### config.mk
export PLATFORM = sky130hd
export DESIGN_NAME = masked_toffoli_pipe_flat
export DESIGN_NICKNAME = d
export VERILOG_FILES = /design/src/rtl/masked_toffoli_pipe_if.sv /design/src/rtl/masked_toffoli_pipe.sv /design/src/flat_wrapper.sv
export SDC_FILE = /design/constraint.sdc
export NUM_CORES = 1
export LEC_CHECK = 0
export BUFFER_PORTS_ARGS = -buffer_cell sky130_fd_sc_hd__buf_2
export CAP_MARGIN = 10
export CORE_UTILIZATION = 48
export CTS_CLUSTER_DIAMETER = 150
export DETAILED_ROUTE_END_ITERATION = 16
export MAX_ROUTING_LAYER = met4
export PLACE_DENSITY = 0.68
export SYNTH_ARGS = -nofsm -noshare
export SYNTH_HDL_FRONTEND = slang
export SYNTH_SLANG_ARGS = --single-unit
### constraint.sdc
create_clock -name clk -period 4.7 [get_ports clk]
set_clock_uncertainty 0.15 [all_clocks]
set_input_delay 0.705 -clock clk [delete_from_list [all_inputs] [get_ports clk]]
set_output_delay 0.705 -clock clk [all_outputs]
set_load 0.01 [all_outputs]
### src/rtl/masked_toffoli_pipe_if.sv
// Stream bundle for the masked Toffoli pipeline: input-side and output-side valid/ready
// channels carrying 2-share a/b/c vectors plus the per-item inverse flag.
interface masked_toffoli_pipe_if #(
    parameter int unsigned LANES = 1
);
    logic                 in_valid;
    logic                 in_ready;
    logic                 in_inv;
    logic [2*LANES-1:0]   a_in;
    logic [2*LANES-1:0]   b_in;
    logic [2*LANES-1:0]   c_in;
    logic                 out_valid;
    logic                 out_ready;
    logic                 out_inv;
    logic [2*LANES-1:0]   a_out;
    logic [2*LANES-1:0]   b_out;
    logic [2*LANES-1:0]   c_out;

    // Producer/consumer environment around the block
    modport master (
        output in_valid, in_inv, a_in, b_in, c_in, out_ready,
        input  in_ready, out_valid, out_inv, a_out, b_out, c_out
    );

    // The pipeline itself
    modport slave (
        input  in_valid, in_inv, a_in, b_in, c_in, out_ready,
        output in_ready, out_valid, out_inv, a_out, b_out, c_out
    );
endinterface

### src/rtl/masked_toffoli_pipe.sv
// Pipelined 2-share masked Toffoli network: each gate x_t ^= ~x_(t+1) & x_(t+2) is split into
// two registered half-steps so that no stage ever combines both shares of a control.
module masked_toffoli_pipe #(
    parameter int unsigned LANES     = 1,
    parameter int unsigned NUM_GATES = 3
) (
    input  logic                  clk,
    input  logic                  rst,
    masked_toffoli_pipe_if.slave  bus
);
    localparam int unsigned S = 2 * NUM_GATES;

    // One share of the (a,b,c) triple; index 0 = a, 1 = b, 2 = c
    typedef logic [2:0][LANES-1:0] share_t;

    typedef struct packed {
        share_t s1;
        share_t s0;
    } pair_t;

    share_t       sh0_q [S];
    share_t       sh1_q [S];
    logic [S-1:0] valid_q;
    logic [S-1:0] inv_q;

    share_t       feed0 [S];
    share_t       feed1 [S];
    share_t       nxt0  [S];
    share_t       nxt1  [S];
    logic [S-1:0] feed_inv;
    logic         stall;

    // Target variable of the gate served by stage s; inverse mode walks the gates backwards
    function automatic logic [1:0] stage_target(input int unsigned s, input logic inv);
        int unsigned k;
        k = s / 2;
        return inv ? 2'((NUM_GATES - 1 - k) % 3) : 2'(k % 3);
    endfunction

    // One half-step: only a single share of control C (chosen by use_c0) enters the cone
    function automatic pair_t half_step(
        input share_t     x0,
        input share_t     x1,
        input logic [1:0] tgt,
        input logic       use_c0
    );
        pair_t            r;
        logic [1:0]       bi;
        logic [1:0]       ci;
        logic [LANES-1:0] cs;
        bi      = (tgt == 2'd2) ? 2'd0 : tgt + 2'd1;
        ci      = (tgt == 2'd0) ? 2'd2 : tgt - 2'd1;
        cs      = use_c0 ? x0[ci] : x1[ci];
        r.s0    = x0;
        r.s1    = x1;
        r.s0[tgt] = x0[tgt] ^ (cs & ~x0[bi]);
        r.s1[tgt] = x1[tgt] ^ (cs & x1[bi]);
        return r;
    endfunction

    assign stall        = bus.out_valid & ~bus.out_ready;
    assign bus.in_ready = ~stall;

    // Stage inputs and the half-step result each stage will register
    always_comb begin
        feed0[0] = {bus.c_in[LANES-1:0], bus.b_in[LANES-1:0], bus.a_in[LANES-1:0]};
        feed1[0] = {bus.c_in[2*LANES-1:LANES], bus.b_in[2*LANES-1:LANES],
                    bus.a_in[2*LANES-1:LANES]};
        for (int unsigned s = 1; s < S; s++) begin
            feed0[s] = sh0_q[s-1];
            feed1[s] = sh1_q[s-1];
        end
        feed_inv = {inv_q[S-2:0], bus.in_inv};
        for (int unsigned s = 0; s < S; s++) begin
            {nxt1[s], nxt0[s]} = half_step(feed0[s], feed1[s],
                                           stage_target(s, feed_inv[s]), (s % 2) == 1);
        end
    end

    // Whole pipeline advances together unless the output item is being held
    always_ff @(posedge clk or posedge rst) begin
        if (rst) begin
            valid_q <= '0;
            inv_q   <= '0;
            for (int unsigned s = 0; s < S; s++) begin
                sh0_q[s] <= '0;
                sh1_q[s] <= '0;
            end
        end else if (!stall) begin
            valid_q <= {valid_q[S-2:0], bus.in_valid};
            inv_q   <= feed_inv;
            for (int unsigned s = 0; s < S; s++) begin
                sh0_q[s] <= nxt0[s];
                sh1_q[s] <= nxt1[s];
            end
        end
    end

    assign bus.out_valid = valid_q[S-1];
    assign bus.out_inv   = inv_q[S-1];
    assign bus.a_out     = {sh1_q[S-1][0], sh0_q[S-1][0]};
    assign bus.b_out     = {sh1_q[S-1][1], sh0_q[S-1][1]};
    assign bus.c_out     = {sh1_q[S-1][2], sh0_q[S-1][2]};
endmodule

### src/flat_wrapper.sv
// flat-port wrapper written by rule: the top's interface ports become plain ports
module masked_toffoli_pipe_flat 
#(
    parameter int unsigned LANES     = 1,
    parameter int unsigned NUM_GATES = 3
)
  (clk, rst, bus_in_valid, bus_in_inv, bus_a_in, bus_b_in, bus_c_in, bus_out_ready, bus_in_ready, bus_out_valid, bus_out_inv, bus_a_out, bus_b_out, bus_c_out);
  masked_toffoli_pipe_if #(.LANES(LANES)) bus_i ();
  input  logic clk;
  input  logic rst;
  input wire logic [$bits(bus_i.in_valid)-1:0] bus_in_valid;
  input wire logic [$bits(bus_i.in_inv)-1:0] bus_in_inv;
  input wire logic [$bits(bus_i.a_in)-1:0] bus_a_in;
  input wire logic [$bits(bus_i.b_in)-1:0] bus_b_in;
  input wire logic [$bits(bus_i.c_in)-1:0] bus_c_in;
  input wire logic [$bits(bus_i.out_ready)-1:0] bus_out_ready;
  output wire logic [$bits(bus_i.in_ready)-1:0] bus_in_ready;
  output wire logic [$bits(bus_i.out_valid)-1:0] bus_out_valid;
  output wire logic [$bits(bus_i.out_inv)-1:0] bus_out_inv;
  output wire logic [$bits(bus_i.a_out)-1:0] bus_a_out;
  output wire logic [$bits(bus_i.b_out)-1:0] bus_b_out;
  output wire logic [$bits(bus_i.c_out)-1:0] bus_c_out;
  assign bus_i.in_valid = bus_in_valid;
  assign bus_i.in_inv = bus_in_inv;
  assign bus_i.a_in = bus_a_in;
  assign bus_i.b_in = bus_b_in;
  assign bus_i.c_in = bus_c_in;
  assign bus_i.out_ready = bus_out_ready;
  assign bus_in_ready = bus_i.in_ready;
  assign bus_out_valid = bus_i.out_valid;
  assign bus_out_inv = bus_i.out_inv;
  assign bus_a_out = bus_i.a_out;
  assign bus_b_out = bus_i.b_out;
  assign bus_c_out = bus_i.c_out;
  masked_toffoli_pipe #(.LANES(LANES), .NUM_GATES(NUM_GATES)) u_core (.clk(clk), .rst(rst), .bus(bus_i));
endmodule
==> impl_metrics.ini, run 1 <==
[yosys]
avgSynthCellArea_um2 = 13.2
synth_edf_count = 0
postSynthNetCount = 177
synth-xor-area-share_pct = 8.02
ys_seq_area_share_pct = 55.0
synth_flop_cell = dfrtp_1
yosys.area.top_type = dfrtp_1
synth_top_area_share_pct = 55.0
synth-simple-area-share_pct = 10.3
synth_compound_area_share_pct = 4.58
ys_async_sr_fraction_pct = 100
yosys_warnings = 0
post-synth-top-count-cell = dfrtp_1
yosys_register_bits = 48
synth_top_family_by_area = multiplexers
ys_top_cells_by_count = 48 x dfrtp_1, 26 x mux2_4, 20 x a21oi_1, 20 x nor2_1, 14 x xor2_1
synth_area_mm2 = 0.00218
ys_types = 17
synth_mux_area_share_pct = 18.4
synthAdderAreaFrac_pct = 0
synth.area.top_cells = dfrtp_1 55%, mux2_4 18%, xor2_1 5.6%, a21oi_1 4.6%, nor2_1 3.4%
synth_cells = 166

[pwr]
combPwrFrac_pct = 35.8
netSwitchingFraction_pct = 31.4
p_clk_share_pct = 15.6
ir_drop_mv = 0.238
p_leak_nw = 1.06
p_seq_share_pct = 48.6
power_density_mw_per_mm2 = 661
internal-power_mw = 1.07
p_switching_uw = 491

[status]
status = finished, final reports clean

[global_routing]
grtUsageTotal_pct = 14.7
grtUsageMet2_pct = 24.6
use_met3_pct = 3.49
grt_use_met1_pct = 17.1
grt_start_max_net_pins = 70
top_usage_layer = met2
antenna_found_initial = 0
grt_pass1_wl_um = 5550
grt.overflow.total = 0
grt_pass1_vias = 1258

[clock_network]
cts_made_buffers = 5
ctsResizeCount = 0
clkLatencyLatePin_ns = 0.29
cts_sinks = 48
cts_setup_buffers = 0
htree_num_levels = 2
root_buffer = clkbuf_8
cts_tree = done
hold_buffers = 0
clkTransAtPathRegs_ns = 0.08
cts.path.max_buffers = 2

[layout]
num-nets-final = 196
regArea_mm2 = 0.00120
multi_input_area_um2 = 902
area_growth_pct = 8.25
final_core_util_pct = 54.3
layout-drive-gt1-share_pct = 29.0
diodes = 0
final.fill_count = 384

[timing]
rsz0062_at_grt = false
hold_viol = 0
tns_ns = 0
setup_viol = 0
slew_violations = 0
min_period_over_period_pct = 55.7
fmax_ghz = 0.382
worst_pin_slew_ns = 0.875
post-route-min-period_ns = 2.62
slew_headroom_pct = 41.6

[setup_path]
critPathMaxStageDelay_ns = 0.67
cp.required_ns = 3.85
critPathKind = in -> out
crit_path_start_kind = input pin
path_delay_family = simple AND/OR/NAND/NOR gates
worst_ep_arrival_time_ns = 1.76
crit_buf_inv = 2
critPathMaxFanout = 69
critPathCaptureType = primary output
critPathMostFrequentCell = buf_2
cp_cell_sequence = buf_2 > nand2b_4 > buf_2
critPathSlowestCell = nand2b_4

[detailed_routing]
post_drt_wl_per_cell_um = 12.6
drt-initial-drc-count = 47
drt_wl_total_um = 3000
drtAntennaViolNets = 0
avgViaCountPerCell = 5.08
first_pass_iters = 4
drc_errors = 0
num_vias = 1210

[floorplan]
initial_core_util_pct = 50.2
core_area_mm2 = 0.00435
die_area_mm2 = 0.00482
die_width_um = 69.5
fp.dieH_um = 69.5
placementRows = 24
ios = 20

[worst_hold_path]
hold_path_class = reg -> reg

[placed_design]
dp_hpwl_um = 1910
port-buffer-count = 19
globalplace.congestion = 0.696

[job]
maxCapViolCount = 0
-- registers in the layout, summed over array words and instances, names as in the netlist --
name	cells
u_core.feed0	15
u_core.inv_q	6
u_core.bus.a_out	2
u_core.valid_q	6
u_core.bus.c_out	2
u_core.feed1	15
u_core.bus.b_out	2
-- layout make-up --
class                   count  area share (%)
well taps                  52            2.75
flip-flops and latches     48            50.8
repair buffers             20            4.34
clock buffers               8            3.81
multi-input cells         109            38.1
inverters                   1           0.159
-- layer usage --
metal,share of wire (%),vias to the layer above
met3,3.3,6
met5,0,-
met1,47,585
met4,1.7,0
met2,48,23
li1,-,596
-- logic make-up after synthesis --
kind of cell,count (synthesis)
flops,48
mux,27
simple gates,42
compound gates,20
xor+xnor,20
buf+inv,9
-- metrics by stage --
stage	setup slack (ns)	cells	power, mW	cell area, um^2	hold WS, ns
final	2.08	238	1.56	2360	0.326
after global routing	2.02	238	1.69	2360	0.356
after CTS	2.08	238	1.59	2360	0.328
after detailed placement	2.08	230	1.34	2270	0.298
after global placement	2.11	230	1.31	2270	0.304
after floorplan	2.63	166	1.24	2180	0.285
-- power groups by stage --
stage / logic (mW) / registers [mW] / clock network, mW
global route: 0.624 / 0.793 / 0.269
floorplan: 0.490 / 0.747 / 0
detailed placement: 0.564 / 0.773 / 0
global placement: 0.550 / 0.763 / 0
CTS: 0.568 / 0.765 / 0.255
finish: 0.559 / 0.760 / 0.243
-- worst reg2reg max path: stages (launching register included) --
cell,delay (ns)
dfrtp_1,0.41
nand2b_4,0.65
mux2_2,0.43
-- worst paths after layout --
kind                       cells after the start                              end                           from  slack [ns]
min reg2reg                                    1    u_core.valid_q[5]$_DFFE_PP0N_  u_core.valid_q[4]$_DFFE_PP0N_        0.33
max in group asynchronous                      3     u_core.feed0[11]$_DFFE_PP0N_                            rst        3.60
min in group asynchronous                      3  u_core.bus.b_out[1]$_DFFE_PP0N_                            rst        0.40
max                                            3                     bus_in_ready                  bus_out_ready        2.08
min                                            1    u_core.valid_q[5]$_DFFE_PP0N_  u_core.valid_q[4]$_DFFE_PP0N_        0.33
max reg2reg                                    2      u_core.inv_q[0]$_DFFE_PP0N_  u_core.valid_q[5]$_DFFE_PP0N_        2.96
-- cell usage in the layout (no fill, tap or decap) --
cell type   n
clkbuf_8    6
xor2_1     14
mux2_2      1
nand3b_1    8
nand3_1     4
nor2b_1     2
xnor2_1     6
dfrtp_1    48
mux2_4     26
a21oi_1    20
nor3b_1     4
nor2_1     20
clkbuf_1    2
clkinv_1    1
buf_2      19
buf_4       1
nand2b_4    1
nand2_1     2
nand2b_1    1
Note: power is estimated with default switching activity, not from simulation.
==> run 2, diff against run 1 <==
--- a/config.mk
+++ b/config.mk
@@ -11,7 +11,7 @@
 export CTS_CLUSTER_DIAMETER = 150
 export DETAILED_ROUTE_END_ITERATION = 16
 export MAX_ROUTING_LAYER = met4
-export PLACE_DENSITY = 0.68
+export PLACE_DENSITY = 0.7
 export SYNTH_ARGS = -nofsm -noshare
 export SYNTH_HDL_FRONTEND = slang
 export SYNTH_SLANG_ARGS = --single-unit
==> constraint.sdc (replaced) <==
create_clock -name clk -period 2.25 [get_ports clk]
set_clock_uncertainty 0.15 [all_clocks]
set_input_delay 0.3375 -clock clk [delete_from_list [all_inputs] [get_ports clk]]
set_output_delay 0.3375 -clock clk [all_outputs]
set_load 0.01 [all_outputs]
==> run 2 against run 1 <==
Total power increased by 120%. Register-to-register slack got worse by 2.3 ns. Worst setup slack got worse by 1.6 ns. Sequential power increased by 110%. Die area unchanged. Critical endpoint unchanged. Largest cell class unchanged. Largest power group unchanged. Highest routed layer unchanged.
==> impl_metrics.ini, run 2 (synthesis results as in run 1) <==
[job]
maxCapViolCount = 0

[setup_path]
critPathCaptureType = primary output
cp_cell_sequence = nand2b_4 > buf_2
critPathKind = reg -> out
critPathSlowestCell = dfrtp_1
critPathMaxFanout = 30
worst_ep_arrival_time_ns = 1.26
r2r_slack_ns = 0.64
critPathMaxStageDelay_ns = 0.41
reg2reg_depth = 3
crit_path_start_kind = flop
reg2reg_to = u_core.feed1[5]$_DFFE_PP0N_
worstReg2RegStart = u_core.valid_q[5]$_DFFE_PP0N_
cp.required_ns = 1.76

[clock_network]
cts_made_buffers = 5
cts_setup_buffers = 0
hold_buffers = 1
clkLatencyLatePin_ns = 0.30
root_buffer = clkbuf_8
cts.path.max_buffers = 2
ctsResizeCount = 0
htree_num_levels = 2
clkTransAtPathRegs_ns = 0.08
cts_sinks = 48
cts_tree = done

[timing]
rsz0062_at_grt = false
slew_violations = 0
min_period_over_period_pct = 77.7
fmax_ghz = 0.572
worst_pin_slew_ns = 0.407
post-route-min-period_ns = 1.75
slew_headroom_pct = 72.9
hold_viol = 0
setup_viol = 0
setup_slack_ns = 0.503
tns_ns = 0

[global_routing]
antenna_found_initial = 0
grt_start_max_net_pins = 31
grt_pass1_wl_um = 6300
grt_pass1_vias = 1364
grt.overflow.total = 0
grtUsageTotal_pct = 17.2

[worst_hold_path]
min-delay-start = bus_in_valid
hold_path_class = in -> reg
hold_path_depth = 2
hold_path_end = u_core.valid_q[0]$_DFFE_PP0N_

[floorplan]
initial_core_util_pct = 50.2
die_width_um = 69.5
placementRows = 24
fp.dieH_um = 69.5
ios = 20
core_area_mm2 = 0.00435
die_area_mm2 = 0.00482

[layout]
area_growth_pct = 12.1
layout-drive-gt1-share_pct = 32.3
instances_no_fill = 244
num-nets-final = 202
layout_common_cells = 48 x dfrtp_1, 26 x mux2_4, 20 x nor2_1, 20 x a21oi_1, 19 x buf_2
diodes = 0
mostFrequentLayoutCell = dfrtp_1

[detailed_routing]
drc_errors = 0
drt-initial-drc-count = 55
avgViaCountPerCell = 5.15
drtAntennaViolNets = 0
post_drt_wl_per_cell_um = 14.1
first_pass_iters = 4
num_vias = 1256
drt_wl_total_um = 3440

[placed_design]
placed_cells = 235
port-buffer-count = 19
globalplace.congestion = 0.686
post-place-ws_ns = 0.566
dp_hpwl_um = 2430

[status]
status = finished, final reports clean

[pwr]
ir_drop_mv = 0.548
power_density_mw_per_mm2 = 1430
p_leak_nw = 1.11
==> run 2: metrics by stage <==
stage               cell area (um^2)  hold slack (ns)  total power [mW]  util [%]
floorplan                       2180            0.285              2.58         -
global placement                2310            0.190              2.78      53.1
detailed placement              2310            0.191              2.85      53.1
CTS                             2450            0.108              3.53      56.2
global route                    2450            0.108              3.75      56.2
finish                          2450            0.119              3.49      56.2
==> run 2: critical path, delay by kind of cell, from the launching register on <==
kind | cells | cell delay [ns]
DFF | 1 | 0.41
and+or+nand+nor | 1 | 0.33
buffers and inverters | 1 | 0.22
==> run 2: how the worst max path moves through the flow <==
stage	startpoint	endpoint	slack [ns]	depth (start not counted)
floorplan	rst	u_core.bus.a_out[0]$_DFFE_PP0N_	0.62	1
global placement	bus_out_ready	u_core.feed1[5]$_DFFE_PP0N_	0.60	4
detailed placement	bus_out_ready	u_core.feed1[5]$_DFFE_PP0N_	0.57	4
CTS	u_core.valid_q[5]$_DFFE_PP0N_	bus_in_ready	0.48	2
global route	u_core.valid_q[5]$_DFFE_PP0N_	bus_in_ready	0.41	2
finish	u_core.valid_q[5]$_DFFE_PP0N_	bus_in_ready	0.50	2
==> run 2: per-layer routing <==
metal | up-vias | track usage [%] | wire, um
met5 | - | - | 0
met4 | 0 | 4.76 | 38
met3 | 6 | 4.80 | 147
met2 | 26 | 28.2 | 1740
met1 | 615 | 20.9 | 1510
li1 | 609 | - | -
==> run 2: layout make-up <==
cell class,count,area [um^2]
Inverter,1,3.75
Sequential cell,48,1200
Clock inverter,1,30.0
Multi-Input combinational cell,109,902
Fill cell,363,1910
Timing Repair Buffer,26,150
Tap cell,52,65.1
Clock buffer,7,96.3
==> run 2: report_power, final <==
group | internal, mW | switching (mW)
clock | 0.392 | 0.276
combinational | 0.737 | 0.475
sequential | 1.27 | 0.345
==> run 3, diff against run 2 <==
--- a/config.mk
+++ b/config.mk
@@ -5,13 +5,14 @@
 export SDC_FILE = /design/constraint.sdc
 export NUM_CORES = 1
 export LEC_CHECK = 0
+export ABC_AREA = 1
 export BUFFER_PORTS_ARGS = -buffer_cell sky130_fd_sc_hd__buf_2
 export CAP_MARGIN = 10
 export CORE_UTILIZATION = 48
 export CTS_CLUSTER_DIAMETER = 150
 export DETAILED_ROUTE_END_ITERATION = 16
 export MAX_ROUTING_LAYER = met4
-export PLACE_DENSITY = 0.7
+export PLACE_DENSITY = 0.67
 export SYNTH_ARGS = -nofsm -noshare
 export SYNTH_HDL_FRONTEND = slang
 export SYNTH_SLANG_ARGS = --single-unit
==> constraint.sdc (replaced) <==
create_clock -name clk -period 1.7 [get_ports clk]
set_clock_uncertainty 0.15 [all_clocks]
set_input_delay 0.255 -clock clk [delete_from_list [all_inputs] [get_ports clk]]
set_output_delay 0.255 -clock clk [all_outputs]
set_load 0.01 [all_outputs]
==> run 3 against run 2 <==
Flip-flop and latch count is the same. Utilization rose by 0.69 points. Area after synthesis rose by 8.9%. Worst setup slack got worse by 0.38 ns. Hold slack worse by 0.041 ns. Via count rose by 52%. Final cell count up 66%. Sequential power increased by 30%. Critical path type unchanged. Highest routed layer unchanged.
==> impl_metrics.ini, run 3 <==
[status]
status = finished, final reports clean

[layout]
num-nets-final = 349
diodes = 0
area_growth_pct = 13.8
multi_input_area_um2 = 935
layout_common_cells = 107 x nand2_1, 48 x dfrtp_1, 45 x inv_1, 31 x o21ai_0, 27 x nand3_1
mostFrequentLayoutCell = nand2_1
final.fill_count = 465
layout-drive-gt1-share_pct = 11.5
regArea_mm2 = 0.00120
final_core_util_pct = 56.9

[timing]
post-route-min-period_ns = 1.58
min_period_over_period_pct = 92.8
slew_violations = 0
hold_viol = 0
rsz0062_at_grt = false
slew_headroom_pct = 77.0
worst_pin_slew_ns = 0.345
tns_ns = 0
fmax_ghz = 0.634
setup_viol = 0

[yosys]
yosys_warnings = 0
ys_seq_area_share_pct = 50.5
synthAdderAreaFrac_pct = 0
synth-xor-area-share_pct = 1.47
synth_flop_cell = dfrtp_1
synth_mux_area_share_pct = 0
ys_types = 24
yosys_register_bits = 48
synth_edf_count = 0
ys_async_sr_fraction_pct = 100
synth_compound_area_share_pct = 11.3
synth-simple-area-share_pct = 26.2
synth.area.top_cells = dfrtp_1 50%, nand2_1 17%, inv_1 7.3%, o21ai_0 6.5%, nand3_1 5.7%
synth_top_family_by_area = simple AND/OR/NAND/NOR gates
postSynthNetCount = 328
ys_top_cells_by_count = 107 x nand2_1, 48 x dfrtp_1, 46 x inv_1, 31 x o21ai_0, 27 x nand3_1
synth_top_area_share_pct = 50.5
synth_area_mm2 = 0.00238
yosys.area.top_type = dfrtp_1
avgSynthCellArea_um2 = 7.50
synth_cells = 317
post-synth-top-count-cell = nand2_1

[placed_design]
dp_hpwl_um = 2970
globalplace.congestion = 0.804
port-buffer-count = 19

[global_routing]
antenna_found_initial = 0
grtUsageTotal_pct = 19.1
grt_pass1_wl_um = 7450
grt.overflow.total = 0
grt_pass1_vias = 1781
grt_start_max_net_pins = 49

[clock_network]
clkLatencyLatePin_ns = 0.30
clkTransAtPathRegs_ns = 0.09
cts.path.max_buffers = 2
htree_num_levels = 2
cts_tree = done
cts_sinks = 48
cts_made_buffers = 5
root_buffer = clkbuf_8

[floorplan]
core_area_mm2 = 0.00475
ios = 20
placementRows = 25
fp.dieH_um = 72.4
initial_core_util_pct = 50.0
die_area_mm2 = 0.00524
die_width_um = 72.4

[detailed_routing]
drt_wl_total_um = 4330
drt-initial-drc-count = 111
num_vias = 1905
drc_errors = 0
post_drt_wl_per_cell_um = 10.7
avgViaCountPerCell = 4.69
first_pass_iters = 4
drtAntennaViolNets = 0

[setup_path]
crit_path_start_kind = flop
critPathMaxFanout = 21
worst_ep_arrival_time_ns = 1.17
critPathKind = reg -> out
cp.required_ns = 1.29
critPathCaptureType = primary output

[pwr]
power_density_mw_per_mm2 = 1820
p_leak_nw = 1.42
ir_drop_mv = 0.660

[worst_hold_path]
hold_path_class = in -> reg

[job]
maxCapViolCount = 0
-- run 3: logic make-up after synthesis --
family                    Yosys count
AOI/OAI and AO/OA                  51
xor gates and xnor gates            4
buffers and inverters              60
DFF                                48
and+or+nand+nor                   154
-- run 3: power by group --
part | total, mW | leakage [nW] | internal, mW | switching (mW)
Sequential | 2.10 | 0.571 | 1.68 | 0.416
Clock | 0.898 | 0.0645 | 0.519 | 0.378
Combinational | 1.93 | 0.783 | 0.767 | 1.16
Total | 4.93 | 1.42 | 2.97 | 1.96
-- run 3: final timing paths --
check	startpoint	to	slack, ns	depth (start not counted)
worst min register to register	u_core.valid_q[4]$_DFFE_PP0N_	u_core.valid_q[5]$_DFFE_PP0N_	0.31	2
min in group asynchronous	rst	u_core.valid_q[0]$_DFFE_PP0N_	0.38	4
worst min-delay path	bus_b_in[0]	u_core.feed0[13]$_DFFE_PP0N_	0.08	3
max in group asynchronous	rst	u_core.feed1[8]$_DFFE_PP0N_	0.80	4
worst max-delay path	u_core.valid_q[5]$_DFFE_PP0N_	bus_in_ready	0.12	4
worst max register to register	u_core.valid_q[5]$_DFFE_PP0N_	u_core.feed0[11]$_DFFE_PP0N_	0.22	9
-- run 3: stage by stage --
stage	instance area, um^2	power [mW]	hold WS (ns)	worst slack (ns)	instances
global route	2710	5.41	0.105	0.0178	406
finish	2710	4.93	0.0783	0.123	406
global placement	2560	4.01	0.167	0.249	396
detailed placement	2560	4.07	0.167	0.226	396
CTS	2710	4.99	0.0790	0.105	406
floorplan	2380	3.58	0.215	0.151	317
-- run 3: layout make-up --
type | instances | area share [%]
repair buffers | 26 | 6.56
clock buffers | 7 | 3.56
clock inverters | 1 | 1.11
well taps | 67 | 3.10
inverters | 48 | 6.75
multi-input cells | 209 | 34.5
flip-flops and latches | 48 | 44.4
-- run 3: layer usage --
metal,global-route usage (%),vias to the layer above,routed length [um]
met4,7.19,0,92
met1,21.7,844,2070
met5,-,-,0
met2,32.5,30,2060
met3,4.72,8,104
li1,-,1023,-
-- run 3: timing repair --
item,CTS,global route
hold buffers,2,0
endpoints found under the setup margin,1,0
resized for setup,1,0
buffers inserted,0,0
hold endpoints to repair,49,0
-- run 3: critical path: stages (launching register included) --
cell and delay [ns]:
dfrtp_1 0.38, inv_1 0.09, nor2_4 0.05, inv_4 0.18
buf_2 0.18
